<file path="src/rtl/ifu_fetch_ctrl.sv">
// ---------------------------------------------------------------------------
// ifu_fetch_ctrl
//
// Instruction fetch controller that sits directly in front of decode. It keeps
// the PC and issues one instruction-memory fetch at a time. The fetched word
// and its PC are handed to decode, and the unit then waits for the commit
// pulse, whose dnpc becomes the next PC. Bus errors, response timeouts and
// misaligned commit targets all drop the unit into a sticky error state. Only
// reset leaves that state.
//
// Ports
//   clk, rst                 clock (rising edge), asynchronous active-low reset
//   imem_req_valid/ready     fetch request handshake
//   imem_addr                fetch address (always the current PC)
//   imem_resp_valid          response strobe, sampled only while waiting
//   imem_rdata/resp_err      response word and bus-error flag
//   out_valid/ready          instruction handshake towards decode
//   out_inst, out_pc         instruction word and the PC it was fetched from
//   commit_valid, dnpc       retire pulse and the next PC from execute
//   inst_cnt                 number of committed instructions (wrapping)
//   fetch_err                sticky error flag
// ---------------------------------------------------------------------------
module ifu_fetch_ctrl #(
    parameter logic [31:0] RESET_PC = 32'h8000_0000,
    parameter int unsigned TIMEOUT  = 255
) (
    input  logic        clk,
    input  logic        rst,
    output logic        imem_req_valid,
    input  logic        imem_req_ready,
    output logic [31:0] imem_addr,
    input  logic        imem_resp_valid,
    input  logic [31:0] imem_rdata,
    input  logic        imem_resp_err,
    output logic        out_valid,
    input  logic        out_ready,
    output logic [31:0] out_inst,
    output logic [31:0] out_pc,
    input  logic        commit_valid,
    input  logic [31:0] dnpc,
    output logic [31:0] inst_cnt,
    output logic        fetch_err
);

    typedef enum logic [2:0] {
        BOOT,
        REQ,
        WAIT,
        HOLD,
        EXEC,
        ERR
    } state_e;

    localparam logic [7:0] TIMEOUT_CNT = 8'(TIMEOUT);

    state_e      state_q;
    logic [31:0] pc_q;
    logic [31:0] inst_q;
    logic [31:0] inst_cnt_q;
    logic [31:0] inst_cnt_d;
    logic [7:0]  tmo_cnt_q;
    logic [7:0]  tmo_cnt_d;
    logic        req_valid_q;
    logic        out_valid_q;
    logic        err_q;

    // Counter increments are shared by the FSM below; both wrap naturally.
    assign inst_cnt_d = inst_cnt_q + 32'd1;
    assign tmo_cnt_d  = tmo_cnt_q + 8'd1;

    // Single FSM. The handshake outputs are registered, so every transition
    // also loads the output value that belongs to the state being entered.
    always_ff @(posedge clk or negedge rst) begin
        if (!rst) begin
            state_q     <= BOOT;
            pc_q        <= RESET_PC;
            inst_q      <= 32'd0;
            inst_cnt_q  <= 32'd0;
            tmo_cnt_q   <= 8'd0;
            req_valid_q <= 1'b0;
            out_valid_q <= 1'b0;
            err_q       <= 1'b0;
        end else begin
            case (state_q)
                BOOT: begin
                    state_q     <= REQ;
                    req_valid_q <= 1'b1;
                end
                REQ: begin
                    // A response strobe here is ignored on purpose; only
                    // WAIT listens to the response channel.
                    if (imem_req_ready) begin
                        state_q     <= WAIT;
                        req_valid_q <= 1'b0;
                        tmo_cnt_q   <= 8'd0;
                    end
                end
                WAIT: begin
                    if (imem_resp_valid) begin
                        if (imem_resp_err) begin
                            state_q <= ERR;
                            err_q   <= 1'b1;
                        end else begin
                            state_q     <= HOLD;
                            inst_q      <= imem_rdata;
                            out_valid_q <= 1'b1;
                        end
                    end else if (tmo_cnt_q == TIMEOUT_CNT) begin
                        state_q <= ERR;
                        err_q   <= 1'b1;
                    end else begin
                        tmo_cnt_q <= tmo_cnt_d;
                    end
                end
                HOLD: begin
                    if (out_ready) begin
                        state_q     <= EXEC;
                        out_valid_q <= 1'b0;
                    end
                end
                EXEC: begin
                    // The retire is counted even when its target is
                    // misaligned; the PC keeps the faulting instruction.
                    if (commit_valid) begin
                        inst_cnt_q <= inst_cnt_d;
                        if (dnpc[1:0] == 2'b00) begin
                            pc_q        <= dnpc;
                            state_q     <= REQ;
                            req_valid_q <= 1'b1;
                        end else begin
                            state_q <= ERR;
                            err_q   <= 1'b1;
                        end
                    end
                end
                ERR: begin
                    state_q     <= ERR;
                    req_valid_q <= 1'b0;
                    out_valid_q <= 1'b0;
                    err_q       <= 1'b1;
                end
                default: begin
                    state_q     <= BOOT;
                    req_valid_q <= 1'b0;
                    out_valid_q <= 1'b0;
                end
            endcase
        end
    end

    assign imem_req_valid = req_valid_q;
    assign imem_addr      = pc_q;
    assign out_valid      = out_valid_q;
    assign out_inst       = inst_q;
    assign out_pc         = pc_q;
    assign inst_cnt       = inst_cnt_q;
    assign fetch_err      = err_q;

endmodule

</file>
<file path="config.mk">
export PLATFORM = sky130hd
export DESIGN_NAME = ifu_fetch_ctrl
export DESIGN_NICKNAME = d
export VERILOG_FILES = /design/src/rtl/ifu_fetch_ctrl.sv
export SDC_FILE = /design/constraint.sdc
export NUM_CORES = 1
export LEC_CHECK = 0
export CAP_MARGIN = 20
export CELL_PAD_IN_SITES_DETAIL_PLACEMENT = 0
export CELL_PAD_IN_SITES_GLOBAL_PLACEMENT = 2
export CORE_UTILIZATION = 35
export DETAILED_ROUTE_END_ITERATION = 8
export DONT_BUFFER_PORTS = 1
export PLACE_DENSITY_LB_ADDON = 0.12
export SLEW_MARGIN = 25
export SYNTH_ARGS = -nofsm -noshare
export SYNTH_HDL_FRONTEND = slang
export SYNTH_SLANG_ARGS = --single-unit
</file>
<file path="constraint.sdc">
create_clock -name clk -period 2 [get_ports clk]
set_clock_uncertainty 0.15 [all_clocks]
set_input_delay 0.4 -clock clk [delete_from_list [all_inputs] [get_ports clk]]
set_output_delay 0.4 -clock clk [all_outputs]
set_load 0.02 [all_outputs]
</file>
==> metrics <==
Layout Cells excl Fill 593; Top FF cell, synth dfrtp_1; DRT Pass-1 Iters 4; Final Max Tran Viols 0; clk slew on worst S/H paths 80 ps; first-pass GRT wire length 17000 um; Setup crit end kind flop; total power 8260 uW; Yosys cell types 53; Total Wirelength 11600 um; leakage power 0.00275 uW; Vias 3051; Worst VDD drop 437 uV; Num CTS Buffers 9; crit path DAT 2070 ps; Post-Syn Area 5150 um^2; ys async rst share 100%; Slew HR 70.4%; Slew @ Worst Pin 444 ps; Critical Path Source Type flop; die width 123 um; Root Buffer Master clkbuf_16; fin area 5750 um^2; port buffer count 0; post-DR wirelength/cell 19.5 um; post-synthesis register bit count 110; r2r setup slk 70 ps; grt ovf 0; Period minus WS final 1930 ps; die height 123 um; Hold Crit Class in -> async; H-tree depth 3; fin util 40.8%; synth warn 0; data required time of the critical path 2140 ps; final setup vio count 0; Area Growth Syn to Fin 11.7%; Max-Cap Viols 0; Post-synth EDFFs 0; ratio of cells with drive above 1 in the final layout 34.4%; Post-Syn Area per Cell 13.0 um^2; initial core utilization 36.5%; final-report hold violation count 110; CTS tree yes; # IOs 202; fillers 1353; type of the worst setup path reg -> reg; Max clock buf depth 2; Sink Count 110; share of the yosys chip area belonging to registers 53.5%; die area 15200 um^2; Post-route DRC 0; Rows 43; failing checks hold timing; placer's final routability congestion estimate 0.788; Hold WS -413 ps; Total GRT Usage 14.9%; post-route ant nets 0; RSZ-0062 raised after global routing yes; crit-path max FO 8; Syn Inst Count 397; n_diodes 0; post-DP HPWL 8090 um; initial drt markers 74; Peak Freq 519 MHz; largest net degree at the start of global routing 111; Placeable Area 14100 um^2; vias in the first global route 3017; Placed Instances 575; Avg Vias per Cell 5.15; fin nets 481; sum of negative setup slack 0 ps; Tcrit/Tclk final 96.4%; antenna violations before repair 1; Net Count, Synth 470; Worst-Skew Late Latency 350 ps; power per cell area 1440 nW/um^2; Placement Cell Area 5370 um^2; outcome finished with violations
worst max-delay path, cell delays in order (launching register included):
cell and delay [ps]:
dfrtp_2 450, or4b_4 590, o21bai_2 270, buf_4 170
o21ai_0 90, o21a_1 150
state kept, by name, indices dropped and copies added, names as in the netlist:
| register | count |
|---|---|
| fetch_err | 1 |
| imem_addr | 32 |
| imem_req_valid | 1 |
| inst_cnt | 32 |
| out_inst | 32 |
| out_valid | 1 |
| state_q | 3 |
| tmo_cnt_q | 8 |
logic make-up (layout without fill, tap and decap cells):
logic type	Yosys count	in the layout	share of synthesized area [%]
fa+ha+maj	2	2	0.486
simple gates	103	103	13.2
xor+xnor	31	31	5.27
mux	65	65	16.2
buf+inv	55	71	7.39
flops	110	110	53.5
compound gates	31	31	3.99
through the flow:
| step | setup slack (ps) | hold WS, ps |
|---|---|---|
| after floorplan | 86.0 | -45.6 |
| after global placement | -25.8 | -43.0 |
| after detailed placement | -58.2 | -42.3 |
| after CTS | 3.91 | -433 |
| after global routing | -13.0 | -439 |
| final | 72.4 | -413 |
Yosys cell counts, types with 4 or more instances:
cell	number	share of area (%)
xor2_1	18	3.1
nand4_1	9	1.1
nor4_1	8	0.97
xnor2_1	13	2.2
a31oi_1	5	0.61
buf_6	6	1.3
a21oi_1	4	0.39
nand2b_1	4	0.49
mux2_2	34	7.4
buf_4	33	4.8
nand3_1	11	1.1
o21ai_0	6	0.58
nor3_1	7	0.68
and3_1	5	0.61
buf_2	4	0.39
mux2_4	28	8.2
nor2_1	7	0.51
and4_1	4	0.68
dfrtp_1	109	53
inv_1	10	0.73
nand2_1	21	1.5
and2_1	4	0.49
o211ai_1	4	0.58
final cells by class:
type | count | area (um^2) | area share [%]
clock buffer | 9 | 225 | 3.92
clock inverter | 7 | 91.3 | 1.59
inverter | 10 | 37.5 | 0.653
multi-input combinational | 232 | 2040 | 35.5
sequential | 110 | 2760 | 47.9
tap | 180 | 225 | 3.92
timing repair buffer | 45 | 372 | 6.46
layer usage:
layer  GRT usage [%]  part of all wire [%]
met1            18.0                    42
met2            24.4                    48
met3            4.98                   8.2
met4            6.10                   1.5
met5               0                  0.11
where the power goes:
group          switching [uW]  internal (uW)  total (uW)
clock                     868           1000        1870
sequential               1780           2940        4710
combinational             663           1020        1680
final timing paths:
| path | to | cells past startpoint | startpoint |
|---|---|---|---|
| hold reg to reg | tmo_cnt_q[2]$_DFFE_PN0P_ | 1 | tmo_cnt_q[2]$_DFFE_PN0P_ |
| setup / recovery | state_q[1]$_DFFE_PN0P_ | 5 | state_q[2]$_DFFE_PN0P_ |
| hold / removal | inst_cnt[17]$_DFFE_PN0P_ | 0 | rst |
| setup reg to reg | state_q[1]$_DFFE_PN0P_ | 5 | state_q[2]$_DFFE_PN0P_ |
| min in group clk | imem_addr[28]$_DFFE_PN0P_ | 1 | dnpc[28] |
| max in group asynchronous | state_q[2]$_DFFE_PN0P_ | 0 | rst |
cell usage in the layout, fill, tap and decap left out, types with 4 or more instances in the layout:
cell and n:
buf_4 42, xor2_1 18, a31oi_1 5, dfrtp_1 108
nor2_1 7, inv_1 10, mux2_2 34, nand2_1 21
mux2_4 28, o21ai_0 6, o211ai_1 4, xnor2_1 13
nor3_1 7, nand2b_1 4, and4_1 4, and2_1 4
nor4_2 4, nor4_1 6, clkbuf_16 10, and3_1 5
nand4_1 9, a21oi_1 4, nand3_1 11
repair_timing:
item	4_1_cts	5_1_grt
resized for setup	2	6
setup buffers	0	1
gates cloned	0	1
endpoints found under the setup margin	9	66
hold endpoints to repair	110	110
Power figures use the tool's default switching activity.
